### src/rtl/uart_xcvr.sv
// Full-duplex UART transceiver with configurable frame format, parity/framing error
// reporting, false-start rejection and an internal TX->RX loopback path.
module uart_xcvr #(
    parameter int CLKS_PER_BIT = 87,
    parameter int DATA_BITS    = 8,
    parameter int PARITY       = 0,
    parameter int STOP_BITS    = 1
) (
    input  logic                 clk,
    input  logic                 i_rst_n,
    input  logic                 i_tx_dv,
    input  logic [DATA_BITS-1:0] i_tx_data,
    output logic                 o_tx_serial,
    output logic                 o_tx_busy,
    output logic                 o_tx_done,
    input  logic                 i_rx_serial,
    input  logic                 i_loopback,
    output logic                 o_rx_dv,
    output logic [DATA_BITS-1:0] o_rx_data,
    output logic                 o_rx_parity_err,
    output logic                 o_rx_frame_err
);

    localparam int              CNT_W      = $clog2(CLKS_PER_BIT);
    localparam logic [CNT_W-1:0] CNT_LAST  = CNT_W'(CLKS_PER_BIT - 1);
    localparam logic [CNT_W-1:0] CNT_HALF  = CNT_W'(CLKS_PER_BIT / 2 - 1);
    localparam logic [3:0]      DATA_LAST  = 4'(DATA_BITS - 1);
    localparam logic [3:0]      STOP_LAST  = 4'(STOP_BITS - 1);
    localparam bit              HAS_PARITY = (PARITY != 0);

    typedef enum logic [2:0] {
        TX_IDLE, TX_START, TX_DATA, TX_PARITY, TX_STOP
    } tx_state_e;

    typedef enum logic [2:0] {
        RX_IDLE, RX_START, RX_DATA, RX_PARITY, RX_STOP, RX_WAIT_HIGH
    } rx_state_e;

    // Parity bit that makes the frame match the configured odd/even rule.
    function automatic logic parity_of(input logic [DATA_BITS-1:0] d);
        return (PARITY == 1) ? ~^d : ^d;
    endfunction

    tx_state_e              tx_state_q, tx_state_d;
    logic [CNT_W-1:0]       tx_cnt_q, tx_cnt_d;
    logic [3:0]             tx_bit_q, tx_bit_d;
    logic [DATA_BITS-1:0]   tx_shift_q, tx_shift_d;
    logic                   tx_par_q, tx_par_d;
    logic                   tx_serial_q, tx_serial_d;
    logic                   tx_done_q, tx_done_d;

    rx_state_e              rx_state_q, rx_state_d;
    logic [CNT_W-1:0]       rx_cnt_q, rx_cnt_d;
    logic [3:0]             rx_bit_q, rx_bit_d;
    logic [DATA_BITS-1:0]   rx_shift_q, rx_shift_d;
    logic                   rx_par_q, rx_par_d;
    logic [DATA_BITS-1:0]   rx_data_q, rx_data_d;
    logic                   rx_perr_q, rx_perr_d;
    logic                   rx_ferr_q, rx_ferr_d;
    logic                   rx_dv_q, rx_dv_d;
    logic                   sync1_q, sync2_q;
    logic                   rx_line;

    always_ff @(posedge clk) begin
        if (!i_rst_n) begin
            tx_state_q  <= TX_IDLE;
            tx_cnt_q    <= '0;
            tx_bit_q    <= '0;
            tx_shift_q  <= '0;
            tx_par_q    <= 1'b0;
            tx_serial_q <= 1'b1;
            tx_done_q   <= 1'b0;
        end else begin
            tx_state_q  <= tx_state_d;
            tx_cnt_q    <= tx_cnt_d;
            tx_bit_q    <= tx_bit_d;
            tx_shift_q  <= tx_shift_d;
            tx_par_q    <= tx_par_d;
            tx_serial_q <= tx_serial_d;
            tx_done_q   <= tx_done_d;
        end
    end

    // The line value is registered alongside the state so it changes on the same edge.
    always_comb begin
        tx_state_d  = tx_state_q;
        tx_cnt_d    = tx_cnt_q;
        tx_bit_d    = tx_bit_q;
        tx_shift_d  = tx_shift_q;
        tx_par_d    = tx_par_q;
        tx_serial_d = tx_serial_q;
        tx_done_d   = 1'b0;
        case (tx_state_q)
            TX_IDLE: begin
                tx_serial_d = 1'b1;
                if (i_tx_dv) begin
                    tx_state_d  = TX_START;
                    tx_cnt_d    = '0;
                    tx_bit_d    = '0;
                    tx_shift_d  = i_tx_data;
                    tx_par_d    = parity_of(i_tx_data);
                    tx_serial_d = 1'b0;
                end
            end
            TX_START: begin
                if (tx_cnt_q == CNT_LAST) begin
                    tx_cnt_d    = '0;
                    tx_state_d  = TX_DATA;
                    tx_serial_d = tx_shift_q[0];
                end else begin
                    tx_cnt_d = tx_cnt_q + 1'b1;
                end
            end
            TX_DATA: begin
                if (tx_cnt_q == CNT_LAST) begin
                    tx_cnt_d = '0;
                    if (tx_bit_q == DATA_LAST) begin
                        tx_bit_d = '0;
                        if (HAS_PARITY) begin
                            tx_state_d  = TX_PARITY;
                            tx_serial_d = tx_par_q;
                        end else begin
                            tx_state_d  = TX_STOP;
                            tx_serial_d = 1'b1;
                        end
                    end else begin
                        tx_bit_d    = tx_bit_q + 1'b1;
                        tx_shift_d  = tx_shift_q >> 1;
                        tx_serial_d = tx_shift_q[1];
                    end
                end else begin
                    tx_cnt_d = tx_cnt_q + 1'b1;
                end
            end
            TX_PARITY: begin
                if (tx_cnt_q == CNT_LAST) begin
                    tx_cnt_d    = '0;
                    tx_state_d  = TX_STOP;
                    tx_serial_d = 1'b1;
                end else begin
                    tx_cnt_d = tx_cnt_q + 1'b1;
                end
            end
            TX_STOP: begin
                if (tx_cnt_q == CNT_LAST) begin
                    tx_cnt_d = '0;
                    if (tx_bit_q == STOP_LAST) begin
                        tx_bit_d   = '0;
                        tx_state_d = TX_IDLE;
                        tx_done_d  = 1'b1;
                    end else begin
                        tx_bit_d = tx_bit_q + 1'b1;
                    end
                end else begin
                    tx_cnt_d = tx_cnt_q + 1'b1;
                end
            end
            default: tx_state_d = TX_IDLE;
        endcase
    end

    assign rx_line = i_loopback ? tx_serial_q : i_rx_serial;

    always_ff @(posedge clk) begin
        if (!i_rst_n) begin
            sync1_q    <= 1'b1;
            sync2_q    <= 1'b1;
            rx_state_q <= RX_IDLE;
            rx_cnt_q   <= '0;
            rx_bit_q   <= '0;
            rx_shift_q <= '0;
            rx_par_q   <= 1'b0;
            rx_data_q  <= '0;
            rx_perr_q  <= 1'b0;
            rx_ferr_q  <= 1'b0;
            rx_dv_q    <= 1'b0;
        end else begin
            sync1_q    <= rx_line;
            sync2_q    <= sync1_q;
            rx_state_q <= rx_state_d;
            rx_cnt_q   <= rx_cnt_d;
            rx_bit_q   <= rx_bit_d;
            rx_shift_q <= rx_shift_d;
            rx_par_q   <= rx_par_d;
            rx_data_q  <= rx_data_d;
            rx_perr_q  <= rx_perr_d;
            rx_ferr_q  <= rx_ferr_d;
            rx_dv_q    <= rx_dv_d;
        end
    end

    // Start is confirmed at mid-bit; every later sample lands one full bit period on.
    always_comb begin
        rx_state_d = rx_state_q;
        rx_cnt_d   = rx_cnt_q;
        rx_bit_d   = rx_bit_q;
        rx_shift_d = rx_shift_q;
        rx_par_d   = rx_par_q;
        rx_data_d  = rx_data_q;
        rx_perr_d  = rx_perr_q;
        rx_ferr_d  = rx_ferr_q;
        rx_dv_d    = 1'b0;
        case (rx_state_q)
            RX_IDLE: begin
                if (!sync2_q) begin
                    rx_state_d = RX_START;
                    rx_cnt_d   = '0;
                end
            end
            RX_START: begin
                if (rx_cnt_q == CNT_HALF) begin
                    rx_cnt_d   = '0;
                    rx_bit_d   = '0;
                    rx_state_d = sync2_q ? RX_IDLE : RX_DATA;
                end else begin
                    rx_cnt_d = rx_cnt_q + 1'b1;
                end
            end
            RX_DATA: begin
                if (rx_cnt_q == CNT_LAST) begin
                    rx_cnt_d   = '0;
                    rx_shift_d = {sync2_q, rx_shift_q[DATA_BITS-1:1]};
                    if (rx_bit_q == DATA_LAST) begin
                        rx_bit_d   = '0;
                        rx_state_d = HAS_PARITY ? RX_PARITY : RX_STOP;
                    end else begin
                        rx_bit_d = rx_bit_q + 1'b1;
                    end
                end else begin
                    rx_cnt_d = rx_cnt_q + 1'b1;
                end
            end
            RX_PARITY: begin
                if (rx_cnt_q == CNT_LAST) begin
                    rx_cnt_d   = '0;
                    rx_par_d   = sync2_q;
                    rx_state_d = RX_STOP;
                end else begin
                    rx_cnt_d = rx_cnt_q + 1'b1;
                end
            end
            RX_STOP: begin
                if (rx_cnt_q == CNT_LAST) begin
                    rx_cnt_d   = '0;
                    rx_dv_d    = 1'b1;
                    rx_data_d  = rx_shift_q;
                    rx_perr_d  = HAS_PARITY && (rx_par_q != parity_of(rx_shift_q));
                    rx_ferr_d  = ~sync2_q;
                    rx_state_d = sync2_q ? RX_IDLE : RX_WAIT_HIGH;
                end else begin
                    rx_cnt_d = rx_cnt_q + 1'b1;
                end
            end
            RX_WAIT_HIGH: begin
                if (sync2_q) rx_state_d = RX_IDLE;
            end
            default: rx_state_d = RX_IDLE;
        endcase
    end

    assign o_tx_serial     = tx_serial_q;
    assign o_tx_busy       = (tx_state_q != TX_IDLE);
    assign o_tx_done       = tx_done_q;
    assign o_rx_dv         = rx_dv_q;
    assign o_rx_data       = rx_data_q;
    assign o_rx_parity_err = rx_perr_q;
    assign o_rx_frame_err  = rx_ferr_q;

endmodule

### config.mk
export PLATFORM = sky130hd
export DESIGN_NAME = uart_xcvr
export DESIGN_NICKNAME = d
export VERILOG_FILES = /design/src/rtl/uart_xcvr.sv
export SDC_FILE = /design/constraint.sdc
export NUM_CORES = 1
export LEC_CHECK = 0
export CORE_ASPECT_RATIO = 1.2
export CORE_MARGIN = 5
export CORE_UTILIZATION = 51
export DETAILED_ROUTE_END_ITERATION = 10
export GPL_TIMING_DRIVEN = 1
export HOLD_SLACK_MARGIN = 0.1
export PLACE_DENSITY = 0.78
export SYNTH_ARGS = -nofsm -noshare
export SYNTH_HDL_FRONTEND = slang
export SYNTH_SLANG_ARGS = --single-unit
### constraint.sdc
create_clock -name clk -period 1.6 [get_ports clk]
set_input_delay 0.24 -clock clk [delete_from_list [all_inputs] [get_ports clk]]
set_output_delay 0.24 -clock clk [all_outputs]
set_load 0.05 [all_outputs]
==> results.yml, run 1 <==
global_route:
  grt_max_degree: 20
  grt_pass1_vias: 2651
  grt_use_met2_pct: 34.83
  antenna_found_initial: 0
  grt_use_total_pct: 20.42
  globalRouteOverflowTotal: 0
  grt.met3_usage_pct: 3.696
  busiest_layer: "met2"
  grtUsageMet1_pct: 23.07
  grt_pass1_wl_mm: 11.79
sta:
  timing.final.crit_share_pct: 104.0
  final-max-slew-violation-count: 0
  whs_ns: 0.4672
  max_freq_mhz: 600.8
  min_period_ns: 1.665
  finalWorstSetupSlack_ns: -0.06453
  rsz0062_at_grt: "yes"
  hold_violations: 0
  finClkSkew_ns: 0.01195
  setup_viol: 10
setup_path:
  worstPathCellList: "or3b_4 > nor4_4 > buf_4 > or2_4 > a211oi_2"
  slowest_stage: "or3b_4"
  arrival_ns: 1.90
  start_kind: "flop"
  cp_max_fo: 7
  path_buf_inv: 1
  crit_family: "simple AND/OR/NAND/NOR gates"
  critPathKind: "flop to flop"
  required_ns: 1.84
  cp-end-kind: "flop"
  ff2ff_path_depth: 5
  r2r_slack_ns: -0.06
  r2r_end: "tx_shift_q[0]$_SDFFE_PN0P_"
  max_stage_delay_ns: 0.42
  rr_startpoint: "tx_state_q[1]$_SDFFE_PN0P_"
yosys:
  ys.flop_type: "dfxtp_1"
  synth_area_mm2: 0.002913
  synth-edff-count: 0
  ys_ff_latch: 58
  postSynth.asyncResetShare_pct: 0
  syn_avg_cell_area_um2: 8.827
  yosysUniqueCellTypes: 61
  syn_nets: 350
  ys_seq_area_share_pct: 39.86
  syn_inst: 330
  ys_warn_count: 0
finish:
  nFillCells: 342
  area_delta_synth_final_pct: 45.45
  fin_nets: 440
  drive_above_1_share_pct: 40.24
  antenna_cells: 0
floorplanning:
  core_area_mm2: 0.005593
  die_w_um: 78.99
  die_h_um: 92.79
  io_pins: 27
  placementRows: 30
  start_util_pct: 52.08
  die-area_mm2: 0.007329
run_status:
  violations: "negative setup slack"
  status: "finished, violations left"
placement:
  place_ws_ns: -0.3968
  finalWeightedCongestion: 0.9695
  dp_hpwl_mm: 4.732
  portBuffers: 25
drt:
  ant_nets: 0
  first_pass_iters: 4
  viasPerCell: 5.888
  vias: 2879
  drtIter0Drc: 166
  drc: 0
  drt_wl_total_mm: 8.225
  wl_per_cell_um: 16.82
clock_network:
  cts_buffers: 9
  clock_sinks: 58
  cts-root-buf: "clkbuf_8"
  tritoncts: "built"
  clkTransAtPathRegs_ns: 0.07
  hold_buffers: 0
  cts_buffer_depth: 2
  clkLatencyLatePin_ns: 0.36
  htree_levels: 3
hold_path:
  min_path_type: "input port to flop"
  hold_path_end: "sync1_q$_SDFF_PN1_"
  whs_path_depth: 3
  hold_start: "i_rx_serial"
job:
  cap_violations: 0
power_and_ir_drop:
  p_leak_uw: 0.001735
  max-vdd-ir-drop_mv: 0.8105
  p_per_area_mw_per_mm2: 819.2
  p_total_uw: 3471
[placed cells by master, fill, tap and decap left out, types with 5 or more instances in the layout]
master           netlist  final
buf_4                  3     83
dfxtp_1               58     45
nor2_1                33     33
nand2_1               29     28
mux2i_1               19     19
a21oi_1               16     14
clkdlybuf4s50_1        0     12
nand3_1               10     10
clkbuf_8               0      9
dfxtp_2                0      8
nor3_1                11      7
xnor2_1                7      7
inv_1                  7      5
or3b_4                 1      5
a211oi_2               0      5
xor2_1                 5      5
nor4_1                 6      5
a211oi_1              10      5
buf_6                  0      5
dfxtp_4                0      5
[layout make-up]
type | instances | area, um^2 | area share, %
clock inverters | 7 | 101.3 | 2.392
repair buffers | 101 | 819.5 | 19.34
well taps | 64 | 80.08 | 1.890
multi-input cells | 242 | 1892 | 44.65
flip-flops and latches | 58 | 1190 | 28.09
inverters | 8 | 30.03 | 0.7088
clock buffers | 9 | 123.9 | 2.924
[synthesized netlist by cell type (all sizes together), types with 7 or more instances]
cell type,number,share of area [%]
mux2i,19,6.5
nor3,12,2.2
nor4,7,2.0
nor2,33,4.3
clkbuf,12,1.5
buf,10,2.0
xnor2,7,2.1
inv,7,0.90
nand2,29,3.7
nor3b,7,1.8
a211oi,10,2.6
nand3,10,1.7
ha,7,3.0
a21oi,16,2.7
dfxtp,58,40
[through the flow]
stage / std cells / setup TNS [ns] / area (um^2) / utilization, %
after global placement: 463 / -4.052 / 3620 / 64.72
after CTS: 482 / -0.1598 / 3961 / 70.83
final: 489 / -0.4509 / 4237 / 75.75
after global routing: 489 / -1.862 / 4237 / 75.75
after detailed placement: 463 / -4.893 / 3620 / 64.72
after floorplan: 330 / -0.1293 / 2935 / -
[kinds of logic after synthesis]
| kind of cell | after synthesis | synth area share [%] |
|---|---|---|
| buf+inv | 30 | 4.553 |
| compound gates | 60 | 14.82 |
| other cells | 1 | 0.1287 |
| flops | 58 | 39.86 |
| fa+ha+maj | 7 | 3.007 |
| xor+xnor | 12 | 3.608 |
| mux | 19 | 6.529 |
| simple gates | 143 | 27.49 |
[metal layers]
metal / routed length (um) / vias up
met5: 0 / -
met4: 251 / 0
met3: 385 / 24
met2: 4259 / 83
met1: 3329 / 1388
li1: - / 1384
[sequential cells by signal (all words and copies together), names as in the netlist, 4 cells and up]
name,cells
rx_bit_q,4
tx_cnt_q,7
rx_shift_q,8
rx_cnt_q,7
o_rx_data,8
tx_shift_q,8
tx_bit_q,4
[where the power goes]
group          internal [uW]  leakage (uW)  total [uW]  switching (uW)
Sequential              1470      0.000478        1500            30.3
Combinational            211       0.00115         418             207
Clock                    885      0.000106        1550             665
[worst register-to-register path: stages (launching register included)]
cell,delay [ns]
dfxtp_4,0.37
or3b_4,0.42
nor4_4,0.33
buf_4,0.17
or2_4,0.17
a211oi_2,0.09
[worst max path at each step]
stage / startpoint / to / cells past startpoint
after floorplan: tx_bit_q[0]$_SDFFE_PN0P_ / tx_shift_q[0]$_SDFFE_PN0P_ / 7
after global placement: i_tx_dv / tx_cnt_q[0]$_SDFFE_PN0P_ / 5
after detailed placement: i_tx_dv / tx_cnt_q[1]$_SDFFE_PN0P_ / 4
after CTS: rx_cnt_q[0]$_SDFFE_PN0P_ / rx_state_q[0]$_SDFFE_PN0P_ / 6
after global routing: tx_state_q[2]$_SDFFE_PN0P_ / tx_shift_q[4]$_SDFFE_PN0P_ / 5
final: tx_state_q[1]$_SDFFE_PN0P_ / tx_shift_q[0]$_SDFFE_PN0P_ / 5
[what timing repair did]
action / in CTS / in global routing
resized for setup: 24 / 53
setup buffers: 3 / 8
pin swaps: 4 / 23
setup endpoints to repair: 47 / 51
(Power assumes the default switching activity.)
==> run 2, diff against run 1 <==
Settings changed: SKIP_LAST_GASP from default to 1.
==> run 2 against run 1 <==
The flow still finishes with violations (negative setup slack). Sequential share of layout area is essentially flat. Combinational power grew 1%. Critical path depth grew 1. Non-clock buffer count grew 2. Global-route usage shrank 0.22 points. Critical path type unchanged.
==> results.yml, run 2 (synthesized netlist as in run 1, its figures left out) <==
clock_network:
  tritoncts: "built"
  clkLatencyLatePin_ns: 0.35
  hold_buffers: 0
  cts-root-buf: "clkbuf_8"
  cts_buffer_depth: 2
  clkTransAtPathRegs_ns: 0.08
  clock_sinks: 58
  cts_buffers: 9
  htree_levels: 3
global_route:
  antenna_found_initial: 0
  grt_use_total_pct: 20.20
  grt_max_degree: 20
  globalRouteOverflowTotal: 0
  grt_pass1_wl_mm: 11.67
  grt_pass1_vias: 2635
sta:
  finalWorstSetupSlack_ns: -0.1463
  max_freq_mhz: 572.6
  min_period_ns: 1.746
  final-max-slew-violation-count: 0
  timing.final.crit_share_pct: 109.1
  hold_violations: 0
  setup_viol: 27
  setup_tns_ns: -1.036
  finClkSkew_ns: 0.01356
  rsz0062_at_grt: "yes"
finish:
  drive_above_1_share_pct: 40.05
  antenna_cells: 0
  fin_nets: 442
  post-route-cell-area_mm2: 0.004233
  area_delta_synth_final_pct: 45.32
  layout_commonest_cell: "buf_4"
  mostFrequentLayoutCells: "buf_4, dfxtp_1, nor2_1"
placement:
  finalWeightedCongestion: 0.9695
  portBuffers: 25
  dp_hpwl_mm: 4.732
  place_area_mm2: 0.003620
setup_path:
  r2r_end: "o_rx_data[2]$_SDFFE_PN0P_"
  cp_max_fo: 6
  cp-end-kind: "flop"
  max_stage_delay_ns: 0.33
  arrival_ns: 1.99
  path_buf_inv: 2
  required_ns: 1.84
  rr_startpoint: "rx_cnt_q[3]$_SDFFE_PN0P_"
  slowest_stage: "dfxtp_2"
  r2r_slack_ns: -0.15
  start_kind: "flop"
  crit_family: "simple AND/OR/NAND/NOR gates"
  critPathKind: "flop to flop"
  worstPathCellList: "nand4b_1 > buf_4 > nor3_4 > buf_6 > mux2i_1 > nor2_1"
  ff2ff_path_depth: 6
power_and_ir_drop:
  switching_share_pct: 26.17
  internal_power_uw: 2570
  p_comb_share_pct: 12.1
  p_per_area_mw_per_mm2: 822.2
  p_leak_uw: 0.001741
  p_clk_share_pct: 44.7
  power.switching_uw: 910.8
  max-vdd-ir-drop_mv: 0.6690
  power_frac_seq_pct: 43.1
job:
  cap_violations: 0
floorplanning:
  placementRows: 30
  die_h_um: 92.79
  start_util_pct: 52.08
  core_area_mm2: 0.005593
  die_w_um: 78.99
  die-area_mm2: 0.007329
  io_pins: 27
drt:
  wl_per_cell_um: 17.80
  vias: 2922
  drtIter0Drc: 207
  drc: 0
  drt_wl_total_mm: 8.740
  first_pass_iters: 5
  ant_nets: 0
  viasPerCell: 5.951
hold_path:
  hold_path_end: "rx_shift_q[4]$_SDFFE_PN0P_"
  hold_start: "rx_shift_q[5]$_SDFFE_PN0P_"
  whs_path_depth: 2
  min_path_type: "flop to flop"
run_status:
  violations: "negative setup slack"
  status: "finished, violations left"
==> run 2: cell count changes in the layout (fill, tap and decap cells not counted), sizes merged <==
cell  before  now
buf       89   91
==> run 2: worst max path at each step <==
stage,from,to,slack (ns),depth (start not counted)
finish,rx_cnt_q[3]$_SDFFE_PN0P_,o_rx_data[2]$_SDFFE_PN0P_,-0.15,6
global route,rx_cnt_q[3]$_SDFFE_PN0P_,o_rx_data[2]$_SDFFE_PN0P_,-0.21,6
CTS,rx_cnt_q[0]$_SDFFE_PN0P_,rx_state_q[0]$_SDFFE_PN0P_,-0.04,6
detailed placement,i_tx_dv,tx_cnt_q[1]$_SDFFE_PN0P_,-0.40,4
global placement,i_tx_dv,tx_cnt_q[0]$_SDFFE_PN0P_,-0.34,5
floorplan,tx_bit_q[0]$_SDFFE_PN0P_,tx_shift_q[0]$_SDFFE_PN0P_,-0.02,7
==> run 2: final cells by class <==
type,instances,area (um^2)
clock buffer,9,123.9
clock inverter,7,101.3
fill,340,1360
inverter,8,30.03
multi-input combinational,242,1873
sequential,58,1190
tap,64,80.08
timing repair buffer,103,834.6
==> run 2: per-stage QoR <==
stage               util [%]  hold WS (ns)  power [uW]  setup slack (ns)  std cells
detailed placement     64.72        0.4490        1868           -0.3968        463
global placement       64.72        0.4399        1861           -0.3363        463
CTS                    70.72        0.4722        3407          -0.03655        482
global route           75.68        0.4998        3599           -0.2120        491
finish                 75.68        0.4754        3480           -0.1463        491
floorplan                  -        0.3651        1721          -0.01847        330
==> run 2: power by group through the flow <==
stage	combinational (uW)	clock [uW]	sequential (uW)
after floorplan	181	0	1540
after global placement	327	0	1530
after detailed placement	333	0	1530
after CTS	356	1550	1500
after global routing	448	1650	1500
final	422	1560	1500
==> run 2: worst register-to-register path, cell delays in order (launching register included) <==
cell      delay, ns
dfxtp_2        0.33
nand4b_1       0.29
buf_4          0.24
nor3_4         0.25
buf_6          0.18
mux2i_1        0.26
nor2_1         0.08
==> run 2: layer usage <==
layer | vias up | wire length (um) | GRT usage, %
met2 | 106 | 4573 | 34.34
met3 | 22 | 420 | 3.696
met4 | 0 | 246 | 13.18
met5 | - | 0 | 0
li1 | 1380 | - | -
met1 | 1414 | 3500 | 22.84
==> run 2: timing repair <==
item	4_1_cts	5_1_grt
buffers inserted	3	9
setup endpoints to repair	47	51
pin swaps	4	20
hold endpoints to repair	0	0
resized for setup	23	50
==> run 3, diff against run 2 <==
--- a/config.mk
+++ b/config.mk
@@ -13,4 +13,5 @@
 export HOLD_SLACK_MARGIN = 0.1
 export PLACE_DENSITY = 0.78
+export SKIP_CTS_REPAIR_TIMING = 1
 export SKIP_LAST_GASP = 1
 export SYNTH_ARGS = -nofsm -noshare
==> constraint.sdc (replaced) <==
create_clock -name clk -period 1.6 [get_ports clk]
set_input_delay 0.32 -clock clk [delete_from_list [all_inputs] [get_ports clk]]
set_output_delay 0.32 -clock clk [all_outputs]
set_load 0.05 [all_outputs]
==> run 3 against run 2 <==
The run still ends with negative setup slack left. Die area unchanged. Via count decreased by 3.5%. Total power decreased by 1.3%. Cell count decreased by 2.0%. Critical endpoint is now tx_shift_q[0]$_SDFFE_PN0P_. Largest cell class unchanged.
==> results.yml, run 3 (synthesized netlist as in run 1, its figures left out) <==
clock_network:
  cts_buffer_depth: 2
  tritoncts: "built"
  cts-root-buf: "clkbuf_8"
  htree_levels: 3
  cts_buffers: 9
  clkTransAtPathRegs_ns: 0.07
  clkLatencyLatePin_ns: 0.35
  clock_sinks: 58
finish:
  area_delta_synth_final_pct: 41.45
  drive_above_1_share_pct: 38.61
  mostFrequentLayoutCells: "buf_4, dfxtp_1, nor2_1"
  layout_commonest_cell: "buf_4"
  final_util_pct: 73.67
  nFillCells: 345
  antenna_cells: 0
  fin_nets: 432
hold_path:
  hold_start: "sync1_q$_SDFF_PN1_"
  whs_path_depth: 1
  min_path_type: "flop to flop"
  hold_path_end: "sync2_q$_SDFF_PN1_"
drt:
  ant_nets: 0
  first_pass_iters: 5
  vias: 2820
  wl_per_cell_um: 16.11
  drt_wl_total_mm: 7.748
  drc: 0
  viasPerCell: 5.863
  drtIter0Drc: 123
setup_path:
  r2r_end: "tx_shift_q[0]$_SDFFE_PN0P_"
  start_kind: "flop"
  rr_startpoint: "tx_state_q[1]$_SDFFE_PN0P_"
  r2r_slack_ns: -0.1
  required_ns: 1.83
  cp-end-kind: "flop"
  ff2ff_path_depth: 5
  arrival_ns: 1.92
  critPathKind: "flop to flop"
  cp_max_fo: 7
sta:
  maxSlewHeadroom_pct: 63.36
  finalWorstSetupSlack_ns: -0.09501
  finClkSkew_ns: 0.01319
  setup_viol: 17
  worstMarginPinSlew_ns: 0.5451
  hold_violations: 0
  timing.final.crit_share_pct: 105.9
  max_freq_mhz: 590.0
  rsz0062_at_grt: "yes"
  final-max-slew-violation-count: 0
  whs_ns: 0.4536
  min_period_ns: 1.695
global_route:
  globalRouteOverflowTotal: 0
  grt_max_degree: 20
  grt_pass1_wl_mm: 11.38
  grt_use_total_pct: 19.51
  antenna_found_initial: 0
  grt_pass1_vias: 2573
power_and_ir_drop:
  p_leak_uw: 0.001659
  p_per_area_mw_per_mm2: 833.5
  max-vdd-ir-drop_mv: 0.8353
floorplanning:
  io_pins: 27
  placementRows: 30
  die_w_um: 78.99
  core_area_mm2: 0.005593
  die_h_um: 92.79
  start_util_pct: 52.08
  die-area_mm2: 0.007329
placement:
  finalWeightedCongestion: 0.9330
  dp_hpwl_mm: 4.775
  portBuffers: 25
run_status:
  violations: "negative setup slack"
  status: "finished, violations left"
job:
  cap_violations: 0
run 3: cell types whose count changed in the layout (fill, tap and decap cells not counted), sizes merged:
cell and change:
inv +1, buf -10, clkinv -1
run 3: metal layers:
layer / vias up / global-route usage, % / wire, um
met1: 1349 / 22.76 / 3116
met3: 24 / 4.961 / 344
met4: 0 / 8.883 / 204
met2: 89 / 33.22 / 4084
li1: 1358 / - / -
met5: - / 0 / 0
run 3: worst max path at each step:
stage                                     from  slack (ns)                          to  cells past startpoint
floorplan             tx_bit_q[0]$_SDFFE_PN0P_       -0.02  tx_shift_q[0]$_SDFFE_PN0P_                      7
global placement                       i_tx_dv       -0.39    tx_cnt_q[0]$_SDFFE_PN0P_                      5
detailed placement                     i_tx_dv       -0.41    tx_cnt_q[0]$_SDFFE_PN0P_                      5
CTS                 rx_state_q[2]$_SDFFE_PN0P_       -0.14    rx_cnt_q[0]$_SDFFE_PN0P_                      4
global route        tx_state_q[1]$_SDFFE_PN0P_       -0.13  tx_shift_q[6]$_SDFFE_PN0P_                      5
finish              tx_state_q[1]$_SDFFE_PN0P_        -0.1  tx_shift_q[0]$_SDFFE_PN0P_                      5
run 3: critical path: stages, from the launching register on:
cell and delay [ns]:
dfxtp_4 0.40, or3b_4 0.43, nor4_4 0.33, buf_4 0.17
or2_4 0.17, a211oi_1 0.08
run 3: area by class of cell:
cell class                 count  area [um^2]  share of cell area (%)
clock inverter                 7        101.3                   2.460
inverter                       8        30.03                  0.7288
sequential                    58         1190                   28.88
timing repair buffer          93        767.0                   18.62
clock buffer                   9        123.9                   3.006
tap                           64        80.08                   1.944
multi-input combinational    242         1828                   44.37
run 3: power by group:
group	total (uW)	internal (uW)	switching (uW)
sequential	1500	1470	29.3
combinational	384	193	191
clock	1550	889	660
run 3: per-stage QoR:
| step | worst slack [ns] | setup TNS (ns) | total power, uW | area, um^2 | instances |
|---|---|---|---|---|---|
| floorplan | -0.01847 | -0.1293 | 1721 | 2935 | 330 |
| global placement | -0.3875 | -5.563 | 1855 | 3605 | 461 |
| detailed placement | -0.4140 | -6.727 | 1864 | 3605 | 461 |
| CTS | -0.1399 | -3.825 | 3394 | 3830 | 477 |
| global route | -0.1282 | -1.870 | 3562 | 4120 | 481 |
| finish | -0.09501 | -0.8209 | 3434 | 4120 | 481 |
